## src/rtl/times_five_contained_class_pkg.sv

```systemverilog
// Shared types and constants for the times-five streaming block.
package times_five_contained_class_pkg;

  localparam int DATA_W         = 32;
  localparam int STALL_RATE_W   = 3;
  localparam int STARTUP_CYCLES = 2;

  typedef logic [DATA_W-1:0] uint32_t;

  // a*5 mod 2^32 as a shift-and-add; wraps silently, never saturates.
  function automatic uint32_t times_five(input uint32_t a);
    return (a << 2) + a;
  endfunction

endpackage

```

## src/rtl/times_five_contained_class_if.sv

```systemverilog
// Operand (ready/valid) and result (show-ahead FIFO read) bundle.
// Handshake: an operand transfers on a rising edge where valid_in && rdy_out;
// the producer holds valid_in/a_in until then. A result pops on a rising edge
// where rden_in && !empty_out; result_out is the head whenever empty_out is low.
interface times_five_contained_class_if;
  import times_five_contained_class_pkg::*;

  logic    TimesFiveContained_valid_in;
  uint32_t TimesFiveContained_a_in;
  logic    TimesFiveContained_rdy_out;
  logic    TimesFiveContained_empty_out;
  uint32_t TimesFiveContained_result_out;
  logic    TimesFiveContained_rden_in;

  modport master (
    output TimesFiveContained_valid_in,
    output TimesFiveContained_a_in,
    output TimesFiveContained_rden_in,
    input  TimesFiveContained_rdy_out,
    input  TimesFiveContained_empty_out,
    input  TimesFiveContained_result_out
  );

  modport slave (
    input  TimesFiveContained_valid_in,
    input  TimesFiveContained_a_in,
    input  TimesFiveContained_rden_in,
    output TimesFiveContained_rdy_out,
    output TimesFiveContained_empty_out,
    output TimesFiveContained_result_out
  );

endinterface

```

## src/rtl/times_five_worker.sv

```systemverilog
// Contained worker: two-stage registered multiply-by-five pipeline.
// It never stalls; the parent guarantees a free FIFO slot for every result.
module times_five_worker
  import times_five_contained_class_pkg::*;
(
  input  logic    clk,
  input  logic    rst,
  input  logic    in_valid,
  input  uint32_t in_a,
  output logic    out_valid,
  output uint32_t out_data
);

  logic    s1_valid_q, s1_valid_d;
  uint32_t s1_a_q, s1_a_d;
  logic    s2_valid_q, s2_valid_d;
  uint32_t s2_sum_q, s2_sum_d;

  // Stage 1 captures the operand, stage 2 captures the product.
  always_comb begin
    s1_valid_d = in_valid;
    s1_a_d     = in_valid ? in_a : s1_a_q;
    s2_valid_d = s1_valid_q;
    s2_sum_d   = s1_valid_q ? times_five(s1_a_q) : s2_sum_q;
  end

  // Pipeline registers; valids clear on reset so nothing in flight survives.
  always_ff @(posedge clk or posedge rst) begin
    if (rst) begin
      s1_valid_q <= 1'b0;
      s1_a_q     <= '0;
      s2_valid_q <= 1'b0;
      s2_sum_q   <= '0;
    end else begin
      s1_valid_q <= s1_valid_d;
      s1_a_q     <= s1_a_d;
      s2_valid_q <= s2_valid_d;
      s2_sum_q   <= s2_sum_d;
    end
  end

  assign out_valid = s2_valid_q;
  assign out_data  = s2_sum_q;

endmodule

```

## src/rtl/times_five_contained_class.sv

```systemverilog
// Outer wrapper: startup counter, credit tracking and a show-ahead result FIFO
// around the contained times-five worker.
module times_five_contained_class
  import times_five_contained_class_pkg::*;
#(
  parameter int FIFO_DEPTH = 32
) (
  input  logic                    clk,
  input  logic                    rst,
  output logic                    rst_and_startup_done_out,
  times_five_contained_class_if.slave tf,
  output logic                    stall_rate_supported_out,
  input  logic                    stall_rate_valid_in,
  input  logic [STALL_RATE_W-1:0] stall_rate_in
);

  localparam int PTR_W = $clog2(FIFO_DEPTH);
  localparam int CNT_W = PTR_W + 1;

  logic [1:0]       init_cnt_q, init_cnt_d;
  logic             done_q, done_d;
  logic [CNT_W-1:0] occ_q, occ_d;
  logic [PTR_W-1:0] wr_ptr_q, wr_ptr_d;
  logic [PTR_W-1:0] rd_ptr_q, rd_ptr_d;
  logic [CNT_W-1:0] mem_cnt_q, mem_cnt_d;
  uint32_t          head_q, head_d;
  logic             head_valid_q, head_valid_d;
  uint32_t          mem_q [FIFO_DEPTH];

  logic    rdy, accept, pop, load;
  logic    wk_valid;
  uint32_t wk_data;

  // Stall injection is not offered; its inputs are intentionally dropped.
  logic unused_stall;
  assign unused_stall = ^{stall_rate_valid_in, stall_rate_in};
  assign stall_rate_supported_out = 1'b0;

  // Occupancy counts buffered plus in-flight results, so accepting only while
  // it is below depth reserves a FIFO slot for every operand at acceptance.
  assign rdy    = done_q && (occ_q < CNT_W'(FIFO_DEPTH));
  assign accept = tf.TimesFiveContained_valid_in && rdy;
  assign pop    = tf.TimesFiveContained_rden_in && head_valid_q;
  // The head register refills from memory when empty or being popped.
  assign load   = (!head_valid_q || pop) && (mem_cnt_q != '0);

  times_five_worker u_worker (
    .clk       (clk),
    .rst       (rst),
    .in_valid  (accept),
    .in_a      (tf.TimesFiveContained_a_in),
    .out_valid (wk_valid),
    .out_data  (wk_data)
  );

  // Next-state for startup, credits, pointers and the show-ahead head.
  always_comb begin
    init_cnt_d   = init_cnt_q;
    done_d       = done_q;
    if (!done_q) begin
      init_cnt_d = init_cnt_q + 2'd1;
      done_d     = (init_cnt_d == 2'(STARTUP_CYCLES));
    end
    occ_d        = occ_q + CNT_W'(accept) - CNT_W'(pop);
    wr_ptr_d     = wk_valid ? wr_ptr_q + PTR_W'(1) : wr_ptr_q;
    rd_ptr_d     = load ? rd_ptr_q + PTR_W'(1) : rd_ptr_q;
    mem_cnt_d    = mem_cnt_q + CNT_W'(wk_valid) - CNT_W'(load);
    head_d       = load ? mem_q[rd_ptr_q] : head_q;
    head_valid_d = head_valid_q;
    if (load) begin
      head_valid_d = 1'b1;
    end else if (pop) begin
      head_valid_d = 1'b0;
    end
  end

  // Control state; reset discards everything buffered or in flight.
  always_ff @(posedge clk or posedge rst) begin
    if (rst) begin
      init_cnt_q   <= '0;
      done_q       <= 1'b0;
      occ_q        <= '0;
      wr_ptr_q     <= '0;
      rd_ptr_q     <= '0;
      mem_cnt_q    <= '0;
      head_q       <= '0;
      head_valid_q <= 1'b0;
    end else begin
      init_cnt_q   <= init_cnt_d;
      done_q       <= done_d;
      occ_q        <= occ_d;
      wr_ptr_q     <= wr_ptr_d;
      rd_ptr_q     <= rd_ptr_d;
      mem_cnt_q    <= mem_cnt_d;
      head_q       <= head_d;
      head_valid_q <= head_valid_d;
    end
  end

  // Result storage; contents are don't-care until written, so no reset.
  always_ff @(posedge clk) begin
    if (wk_valid) begin
      mem_q[wr_ptr_q] <= wk_data;
    end
  end

  assign rst_and_startup_done_out      = done_q;
  assign tf.TimesFiveContained_rdy_out    = rdy;
  assign tf.TimesFiveContained_empty_out  = !head_valid_q;
  assign tf.TimesFiveContained_result_out = head_q;

endmodule

```

## src/flat_wrapper.sv

```systemverilog
// flat-port wrapper written by rule: the top's interface ports become plain ports
module times_five_contained_class_flat import times_five_contained_class_pkg::*;
#(
  parameter int FIFO_DEPTH = 32
)
  (clk, rst, rst_and_startup_done_out, stall_rate_supported_out, stall_rate_valid_in, stall_rate_in, tf_TimesFiveContained_valid_in, tf_TimesFiveContained_a_in, tf_TimesFiveContained_rden_in, tf_TimesFiveContained_rdy_out, tf_TimesFiveContained_empty_out, tf_TimesFiveContained_result_out);
  times_five_contained_class_if tf_i ();
  input  logic clk;
  input  logic rst;
  output logic rst_and_startup_done_out;
  output logic stall_rate_supported_out;
  input  logic stall_rate_valid_in;
  input  logic [STALL_RATE_W-1:0] stall_rate_in;
  input wire logic [$bits(tf_i.TimesFiveContained_valid_in)-1:0] tf_TimesFiveContained_valid_in;
  input wire logic [$bits(tf_i.TimesFiveContained_a_in)-1:0] tf_TimesFiveContained_a_in;
  input wire logic [$bits(tf_i.TimesFiveContained_rden_in)-1:0] tf_TimesFiveContained_rden_in;
  output wire logic [$bits(tf_i.TimesFiveContained_rdy_out)-1:0] tf_TimesFiveContained_rdy_out;
  output wire logic [$bits(tf_i.TimesFiveContained_empty_out)-1:0] tf_TimesFiveContained_empty_out;
  output wire logic [$bits(tf_i.TimesFiveContained_result_out)-1:0] tf_TimesFiveContained_result_out;
  assign tf_i.TimesFiveContained_valid_in = tf_TimesFiveContained_valid_in;
  assign tf_i.TimesFiveContained_a_in = tf_TimesFiveContained_a_in;
  assign tf_i.TimesFiveContained_rden_in = tf_TimesFiveContained_rden_in;
  assign tf_TimesFiveContained_rdy_out = tf_i.TimesFiveContained_rdy_out;
  assign tf_TimesFiveContained_empty_out = tf_i.TimesFiveContained_empty_out;
  assign tf_TimesFiveContained_result_out = tf_i.TimesFiveContained_result_out;
  times_five_contained_class #(.FIFO_DEPTH(FIFO_DEPTH)) u_core (.clk(clk), .rst(rst), .rst_and_startup_done_out(rst_and_startup_done_out), .tf(tf_i), .stall_rate_supported_out(stall_rate_supported_out), .stall_rate_valid_in(stall_rate_valid_in), .stall_rate_in(stall_rate_in));
endmodule
```

## config.mk

```make
export PLATFORM = sky130hd
export DESIGN_NAME = times_five_contained_class_flat
export DESIGN_NICKNAME = d
export VERILOG_FILES = /design/src/rtl/times_five_contained_class_pkg.sv /design/src/rtl/times_five_contained_class_if.sv /design/src/rtl/times_five_worker.sv /design/src/rtl/times_five_contained_class.sv /design/src/flat_wrapper.sv
export SDC_FILE = /design/constraint.sdc
export NUM_CORES = 1
export LEC_CHECK = 0
export CAP_MARGIN = 20
export CORE_MARGIN = 4
export CORE_UTILIZATION = 39
export DETAILED_ROUTE_END_ITERATION = 8
export GPL_TIMING_DRIVEN = 0
export PLACE_DENSITY = 0.54
export SLEW_MARGIN = 20
export SYNTH_ARGS = -nofsm -noshare
export SYNTH_HDL_FRONTEND = slang
export SYNTH_HIERARCHICAL = 1
export SYNTH_SLANG_ARGS = --single-unit
```

## constraint.sdc

```tcl
create_clock -name clk -period 4 [get_ports clk]
set_input_delay 0.8 -clock clk [delete_from_list [all_inputs] [get_ports clk]]
set_output_delay 0.8 -clock clk [all_outputs]
set_load 0.05 [all_outputs]
```

**Yosys cells after proc, flatten, opt, wreduce, memory -nomap -nowiden**

Memories as Yosys holds them, arrays and structs flattened. A register that Yosys moved wholly into a read port is not among the register bits.
Cells that the tools add are included.

- Equality and inequality tests: 1
- Magnitude comparators: 1
- Reduce and logical (&&, ||, !) cells: 8
- Multiplexer cells: 5
- $add $sub $neg: 8

Operators with widths:

| cell | count |
|---|---|
| 32-bit adder | 1 |
| 6-bit by 1-bit adder with 6-bit output | 2 |
| 6-bit by 1-bit subtractor with 6-bit output | 2 |
| 5-bit by 1-bit adder with 5-bit output, second input constant | 2 |
| 6-bit < comparator, second input constant | 1 |
| 6-bit nonzero test | 1 |
| 1-bit two-way mux | 5 |
| 1-bit logical AND | 4 |
| 2-bit by 1-bit adder with 2-bit output, second input constant | 1 |
| 2-bit == test, second input constant | 1 |
| 2-bit nonzero test | 1 |
| 1-bit logical NOT | 1 |
| 1-bit logical OR | 1 |

- Output and inout port bits: 36
- Register bits after elaboration: 92
- Memories: 1
- Logic and storage cells: 35
- Input bits: 40
- Memory bits (writable): 1024

Memory list:

| memory | words | bits a word | rd ports | clocked after Yosys merged registers in | write ports | RTL line | source |
|---|---|---|---|---|---|---|---|
| u_core.mem_q | 32 | 32 | 1 | 1 | 1 | times_five_contained_class.sv:28 | `uint32_t mem_q [FIFO_DEPTH];` |

**Depth between registers and ports, before layout**

Gate-level depths: netlist of run 1.

- Depth after elaboration: 5
- Depth in mapped cells: 14
- Gate-level depth less buffers: 13

**By module**

The synthesis of run 1 kept the hierarchy.

By module, submodules not included:

| module | area an instance (um2) | instances | cells an instance | sequential area each (um2) |
|---|---|---|---|---|
| times_five_contained_class | 41703.7 | 1 | 2025 | 32200.9 |
| times_five_worker | 4078.9 | 1 | 383 | 1651.6 |

**Worst setup path before layout of run 1**

Ideal clock, no wire load.

- Path kind: reg-to-reg
- Start: register u_core.done_q, in the netlist u_core/rst_and_startup_done_out
- End: register u_core.occ_q[4]
- Path buffers: 0
- Setup time: 0.080 ns
- Cell stages (with the launch flop): 10
- Arrival time: 3.053 ns
- Data required time: 3.920 ns
- Path slack: 0.867 ns
- Period minus slack after synthesis: 3.133 ns
- Cell sequence: dfrtp_1 nor2b_1 nand2_1 ha_1 inv_1 ha_1 fa_1 a21o_1 a21oi_1 xnor2_1

- Cells in the longest elaborated chain, start to end: 4

RTL lines:

| what | RTL line | source |
|---|---|---|
| from (decl) | times_five_contained_class.sv:21 | `logic done_q, done_d;` |
| from (signal assigned) | times_five_contained_class.sv:90 | `done_q <= done_d;` |
| 1-bit logical AND | times_five_contained_class.sv:41 | `assign rdy = done_q && (occ_q < CNT_W'(FIFO_DEPTH));` |
| via tf_TimesFiveContained_rdy_out | flat_wrapper.sv:17 | `output wire logic [$bits(tf_i.TimesFiveContained_rdy_out)-1:0] tf_TimesFiveContained_rdy_out;` |
| 1-bit logical AND | times_five_contained_class.sv:42 | `assign accept = tf.TimesFiveContained_valid_in && rdy;` |
| 6-bit by 1-bit adder with 6-bit output | times_five_contained_class.sv:64 | `occ_d = occ_q + CNT_W'(accept) - CNT_W'(pop);` |
| 6-bit by 1-bit subtractor with 6-bit output | times_five_contained_class.sv:64 |  |
| via u_core.occ_d[4] | times_five_contained_class.sv:22 | `logic [CNT_W-1:0] occ_q, occ_d;` |
| to (signal assigned) | times_five_contained_class.sv:82 | `occ_q <= '0;` |
| to (signal assigned) | times_five_contained_class.sv:91 | `occ_q <= occ_d;` |
| to (decl) | times_five_contained_class.sv:22 |  |

The timed path passes the listed nets, and every way through them passes these cells.
A chain may end at the register's enable or synchronous reset.

**Final worst setup path of run 1**

- Start: register u_core.u_worker.s1_a_q[2]
- End: register u_core.u_worker.s2_sum_q[30], in the netlist u_core/u_worker/out_data[30]

- Cells in the longest elaborated chain, start to end: 1

RTL lines:

| what | RTL line | source |
|---|---|---|
| from (decl) | times_five_worker.sv:15 | `uint32_t s1_a_q, s1_a_d;` |
| from (signal assigned) | times_five_worker.sv:31 | `s1_a_q <= '0;` |
| from (signal assigned) | times_five_worker.sv:36 | `s1_a_q <= s1_a_d;` |
| 32-bit adder | times_five_contained_class_pkg.sv:12 | `return (a << 2) + a;` |
| to (signal assigned) | times_five_worker.sv:38 | `s2_sum_q <= s2_sum_d;` |
| to (decl) | times_five_worker.sv:17 | `uint32_t s2_sum_q, s2_sum_d;` |

No other way between the ends.

==> results of run 1 <==
==> layer usage <==
layer / routed length (um) / up-vias / part of all wire [%]
li1: - / 10230 / -
met1: 47020 / 12130 / 43
met2: 53410 / 590 / 49
met3: 5538 / 143 / 5.1
met4: 2344 / 0 / 2.2
met5: 0 / - / 0
==> Yosys cell counts, drive strengths merged (14+ instances only) <==
library cell,instances,area share (%)
edfxtp,1024,67
clkbuf,49,0.49
mux2i,256,5.6
o22a,31,0.59
o2111ai,33,0.63
xor2,14,0.27
inv,37,0.30
o221a,31,0.76
nor2,92,0.76
a21o,14,0.23
a21oi,30,0.33
buf,81,0.98
o22ai,66,0.90
dfrtp,124,6.8
ha,49,1.3
o21ai,27,0.30
mux2,58,1.4
xnor2,24,0.46
nand2,64,0.52
or3,35,0.48
mux4,160,7.9
==> kinds of logic (layout without fill, tap and decap cells) <==
kind of cell | count (synthesis) | count (layout) | synth area share, %
other cells | 1 | 1 | 0.008191
flops | 1148 | 1148 | 73.94
simple gates | 253 | 253 | 2.629
mux | 474 | 474 | 14.89
fa+ha+maj | 52 | 52 | 1.470
xor+xnor | 38 | 38 | 0.7270
compound gates | 274 | 274 | 4.550
buf+inv | 168 | 502 | 1.779
==> worst min path at each step <==
| stage | end | slack (ps) | depth (start not counted) |
|---|---|---|---|
| 6_report | u_core/u_worker/out_valid | 410 | 0 |
| 5_1_grt | u_core/u_worker/out_valid | 430 | 0 |
| 4_1_cts | u_core/u_worker/out_valid | 420 | 0 |
| 3_5_place_dp | u_core/u_worker/out_valid | 390 | 0 |
| 3_3_place_gp | u_core/u_worker/out_valid | 380 | 0 |
| 2_1_floorplan | u_core/u_worker/out_valid | 370 | 0 |
==> worst max-delay path, cell delays in order (launching register included) <==
cell and delay (ps):
dfrtp_1 410, ha_1 230, inv_1 70, fa_1 410, nor2b_1 160, o31a_2 170
o21bai_1 80, a21oi_1 430, o21ai_0 310, o31ai_1 540, mux2i_1 260, a41oi_1 140
==> power breakdown <==
group / internal (mW) / switching, mW
Sequential: 15.7 / 2.27
Combinational: 5.63 / 7.76
Clock: 6.09 / 4.37
==> per-stage QoR <==
stage | instances | TNS (ps) | hold WS (ps) | utilization, % | area, um^2
floorplan | 2408 | 0 | 368.5 | - | 45780
global placement | 4002 | -252360 | 382.6 | 41.59 | 48390
detailed placement | 4046 | 0 | 389.4 | 42.73 | 49720
CTS | 4266 | 0 | 421.6 | 45.92 | 53430
global route | 4266 | 0 | 433.4 | 45.94 | 53460
finish | 4266 | 0 | 412.2 | 45.94 | 53460
==> sequential cells by signal, indices dropped and copies added (netlist names) <==
register	cells
u_core/head_valid_q	1
u_core/init_cnt_q	2
u_core/mem_cnt_q	6
u_core/mem_q	1024
u_core/occ_q	6
u_core/rd_ptr_q	5
u_core/rst_and_startup_done_out	1
u_core/tf.TimesFiveContained_result_out	32
u_core/u_worker/out_data	32
u_core/u_worker/out_valid	1
u_core/u_worker/s1_a_q	32
u_core/u_worker/s1_valid_q	1
u_core/wr_ptr_q	5
==> area by class of cell <==
type	count	share of cell area, %
flip-flops and latches	1148	63.39
clock buffers	176	6.211
multi-input cells	1092	21.24
repair buffers	114	3.328
clock inverters	44	0.7302
plain buffers	130	1.259
inverters	38	0.2762
well taps	1524	3.567
==> flow_summary.toml, run 1 <==
[outcome]
status = "finished clean"

[logic_synthesis]
synth_seq_cells = 1148
synth_edf_count = 1024
synth_warnings = 6
synthCells = 2408
ys_types = 71
seq_area_frac_synth_pct = 73.94
syn_area_um2 = 45780
postSynth.asyncResetShare_pct = 10.80
synthFlopType = "edfxtp_1"
avgSynthCellArea_um2 = 19.01
syn_nets = 2500

[routing]
drt_first_iter_violations = 1798
first_pass_iters = 7
antenna_left = 0
num_vias = 23100
vias_per_cell = 5.414
drc = 0
wire_per_inst_um = 25.39
wirelength_mm = 108.3

[critical_path]
rr_endpoint = "u_core/u_worker/out_data[30]"
critPathArrivalTime_ps = 3880
crit_type = "register to register"
ff2ff_path_depth = 11
start_kind = "register"
critPathLaunch = "u_core/u_worker/s1_a_q[2]"
crit_fanout = 5
endpoint = "u_core/u_worker/out_data[30]"
rrSetupSlack_ps = 630
required_ps = 4520
cp-end-kind = "register"
r2r-start = "u_core/u_worker/s1_a_q[2]"

[clocking]
clkLatencyLatePin_ps = 700
cts_resized = 0
htreeDepth = 3
post-cts-setup-buffers = 0
cts_buffers = 115
cts_root_buf = "clkbuf_16"
path_clk_slew_ps = 60
cts_sinks = 1148
clockBufferDepth = 3
hold_buffers = 0
cts_tree = "done"

[placement]
dp_hpwl_mm = 75.49
place_ws_ps = 375.3
place.gp.congestion = 0.8197
io_buffer_count = 70

[final_layout]
drive_gt1_share_pct = 22.36
num_antenna_cells = 0
layout_common_cells = "1024 x edfxtp_1, 256 x mux2i_1, 160 x mux4_2"
nNetsFinal = 2731
fillerInstances = 9817
final_common_cell = "edfxtp_1"
syn_to_final_growth_pct = 16.77
seq_area_um2 = 33890
multi_input_area_um2 = 11360

[floorplanning]
core_um2 = 116400
dieArea_um2 = 122900
rows = 125
die_x_um = 350.6
die_h_um = 350.6
ioPinCount = 76
start_util_pct = 39.35

[timing]
fin_ws_ps = 633.5
final-setup-viol-count = 0
relSlewSlack_pct = 25.73
tightestPinTransition_ps = 1114
fin_skew_ps = 37.65
fin_crit_ps = 3367
hold_viol = 0
fmax_mhz = 297.0
slew_viol_final = 0
finalCritPeriodShare_pct = 84.16
rsz0062_at_grt = "no"

[power_and_ir_drop]
p_per_area_nw_per_um2 = 782.9
irDropWorstVdd_mv = 0.4295
power_mw = 41.86
p_leak_nw = 17.99

[global_route]
grt-ovfl-total = 0
grt_use_met3_pct = 2.670
antenna_found_initial = 0
grtUsageMet2_pct = 29.59
grt_pass1_wl_mm = 159.3
grt_usage_pct = 17.60
grt_max_degree = 47
met1_usage_pct = 24.07
grt_busiest_layer = "met2"
grt_pass1_vias = 23890

[hold_path]
hold_path_class = "register to register"
min_from = "u_core/u_worker/s1_valid_q"

[run]
cap_violations = 0
No activity file was read; power rests on OpenSTA's default activity.
==> inputs of run 2 (changes only) <==
--- a/config.mk
+++ b/config.mk
@@ -10,7 +10,7 @@
 export CORE_UTILIZATION = 39
 export DETAILED_ROUTE_END_ITERATION = 8
 export GPL_TIMING_DRIVEN = 0
-export PLACE_DENSITY = 0.54
+export PLACE_DENSITY = 0.56
 export SLEW_MARGIN = 20
 export SYNTH_ARGS = -nofsm -noshare
 export SYNTH_HDL_FRONTEND = slang
==> constraint.sdc (replaced) <==
create_clock -name clk -period 2.8 [get_ports clk]
set_input_delay 0.56 -clock clk [delete_from_list [all_inputs] [get_ports clk]]
set_output_delay 0.56 -clock clk [all_outputs]
set_load 0.05 [all_outputs]
==> run 2 against run 1 <==
Compared with the run above: the run now ends with setup timing left; power up 47%; non-clock buffer count up 12; clock skew down 11 ps; sequential power up 43%; via count up 0.52%; fmax up 20%; die area unchanged; register-to-register slack worse by 640 ps; final cell count up 0.33%; global-route usage down 0.11 points; critical path depth up 1; worst setup slack worse by 640 ps.
==> flow_summary.toml, run 2 (same netlist as run 1, synthesis figures left out) <==
[timing]
fin_skew_ps = 26.78
slew_viol_final = 0
finalCritPeriodShare_pct = 100.3
fin_crit_ps = 2808
final-setup-viol-count = 1
rsz0062_at_grt = "yes"
tightestPinTransition_ps = 1088
whs_ps = 326.2
hold_viol = 0
relSlewSlack_pct = 26.92
fin_ws_ps = -7.732
fmax_mhz = 356.2

[final_layout]
drive_gt1_share_pct = 24.93
nNetsFinal = 2746
largest_register_ffs = 1024
seq_area_um2 = 33890
fin_area_um2 = 54010
top_register = "u_core/mem_q"
num_antenna_cells = 0
syn_to_final_growth_pct = 17.96
layout_common_cells = "1024 x edfxtp_1, 251 x mux2i_1, 160 x mux4_2"
multi_input_area_um2 = 11600
fillerInstances = 9749
final_common_cell = "edfxtp_1"

[critical_path]
required_ps = 3360
crit_fanout = 4
cp-end-kind = "register"
start_kind = "register"
crit_type = "register to register"
critPathArrivalTime_ps = 3360

[power_and_ir_drop]
irDropWorstVdd_mv = 0.6302
p_leak_nw = 18.22
p_per_area_nw_per_um2 = 1138

[placement]
dpl_cell_area_um2 = 49530
place.gp.congestion = 0.8081
dp_hpwl_mm = 73.74
io_buffer_count = 70

[clocking]
cts_root_buf = "clkbuf_16"
clockBufferDepth = 3
clkLatencyLatePin_ps = 690
cts_buffers = 118
hold_buffers = 0
htreeDepth = 3
path_clk_slew_ps = 60
cts_sinks = 1148
cts_tree = "done"

[floorplanning]
die_h_um = 350.6
dieArea_um2 = 122900
core_um2 = 116400
die_x_um = 350.6
start_util_pct = 39.35
ioPinCount = 76
rows = 125

[global_route]
grt_pass1_vias = 23830
grt-ovfl-total = 0
antenna_found_initial = 0
grt_usage_pct = 17.49
grt_pass1_wl_mm = 158.4
grt_max_degree = 48

[routing]
num_vias = 23220
wirelength_mm = 107.3
antenna_left = 0
drc = 0
drt_first_iter_violations = 1953
vias_per_cell = 5.424
wire_per_inst_um = 25.07
first_pass_iters = 5

[hold_path]
hold_path_class = "input port to asynchronous set/reset pin"

[outcome]
status = "finished, violations left"
violations = "setup timing"

[run]
cap_violations = 0
==> run 2: worst paths after layout <==
path	startpoint	end	slack [ps]	cells past startpoint
max	u_core/u_worker/s1_a_q[2]	u_core/u_worker/out_data[24]	-8	12
min	rst	u_core/rst_and_startup_done_out	330	2
max reg2reg	u_core/u_worker/s1_a_q[2]	u_core/u_worker/out_data[24]	-8	12
min reg2reg	u_core/u_worker/s1_valid_q	u_core/u_worker/out_valid	400	0
max in group asynchronous	rst	u_core/u_worker/s1_a_q[2]	1870	3
min in group clk	u_core/u_worker/s1_valid_q	u_core/u_worker/out_valid	400	0
==> run 2: repair_timing <==
item                                    4_1_cts  5_1_grt
hold endpoints to repair                      0        0
gates resized for setup                      22       48
endpoints found under the setup margin       44       65
setup buffers                                 5       14
pin swaps                                     3       16
==> run 2: metrics by stage <==
stage / utilization [%] / cells / setup slack, ps / total power [mW] / TNS, ps
2_1_floorplan: - / 2408 / -48.86 / 37.75 / -5786
3_3_place_gp: 41.59 / 4002 / -1587 / 44.45 / -1560180
3_5_place_dp: 42.56 / 4040 / -607.9 / 45.29 / -11550
4_1_cts: 46.10 / 4266 / 0.6153 / 61.58 / 0
5_1_grt: 46.41 / 4280 / -98.17 / 64.44 / -382.9
6_report: 46.41 / 4280 / -7.732 / 61.49 / -7.732
==> run 2: area by class of cell <==
type / count / area share [%]
Multi-Input combinational cell: 1092 / 21.47
Sequential cell: 1148 / 62.75
Clock buffer: 163 / 6.137
Buffer: 128 / 1.272
Clock inverter: 59 / 1.290
Tap cell: 1524 / 3.531
Inverter: 38 / 0.2734
Timing Repair Buffer: 128 / 3.274
==> run 2: critical path: stages, from the launching register on <==
cell and delay [ps]:
dfrtp_2 470, ha_4 190, inv_2 50, fa_2 220, nor2b_2 50, o31a_2 360
o21bai_4 200, a21oi_4 120, buf_6 140, o2111ai_4 190, a21bo_4 260, xor2_2 150
mux2_2 260
==> run 2: layer usage <==
metal  up-vias  global-route usage [%]  wire length (um)
met5         -                       0                 0
met4         0                   4.515              2559
met3       162                   2.988              5363
met2       578                   28.87             51950
met1     12200                   24.23             47420
li1      10280                       -                 -
==> run 2: report_power, final <==
group	switching, mW	internal (mW)	total, mW
Clock	6.33	9.62	15.9
Combinational	11.4	8.43	19.8
Sequential	3.24	22.5	25.7
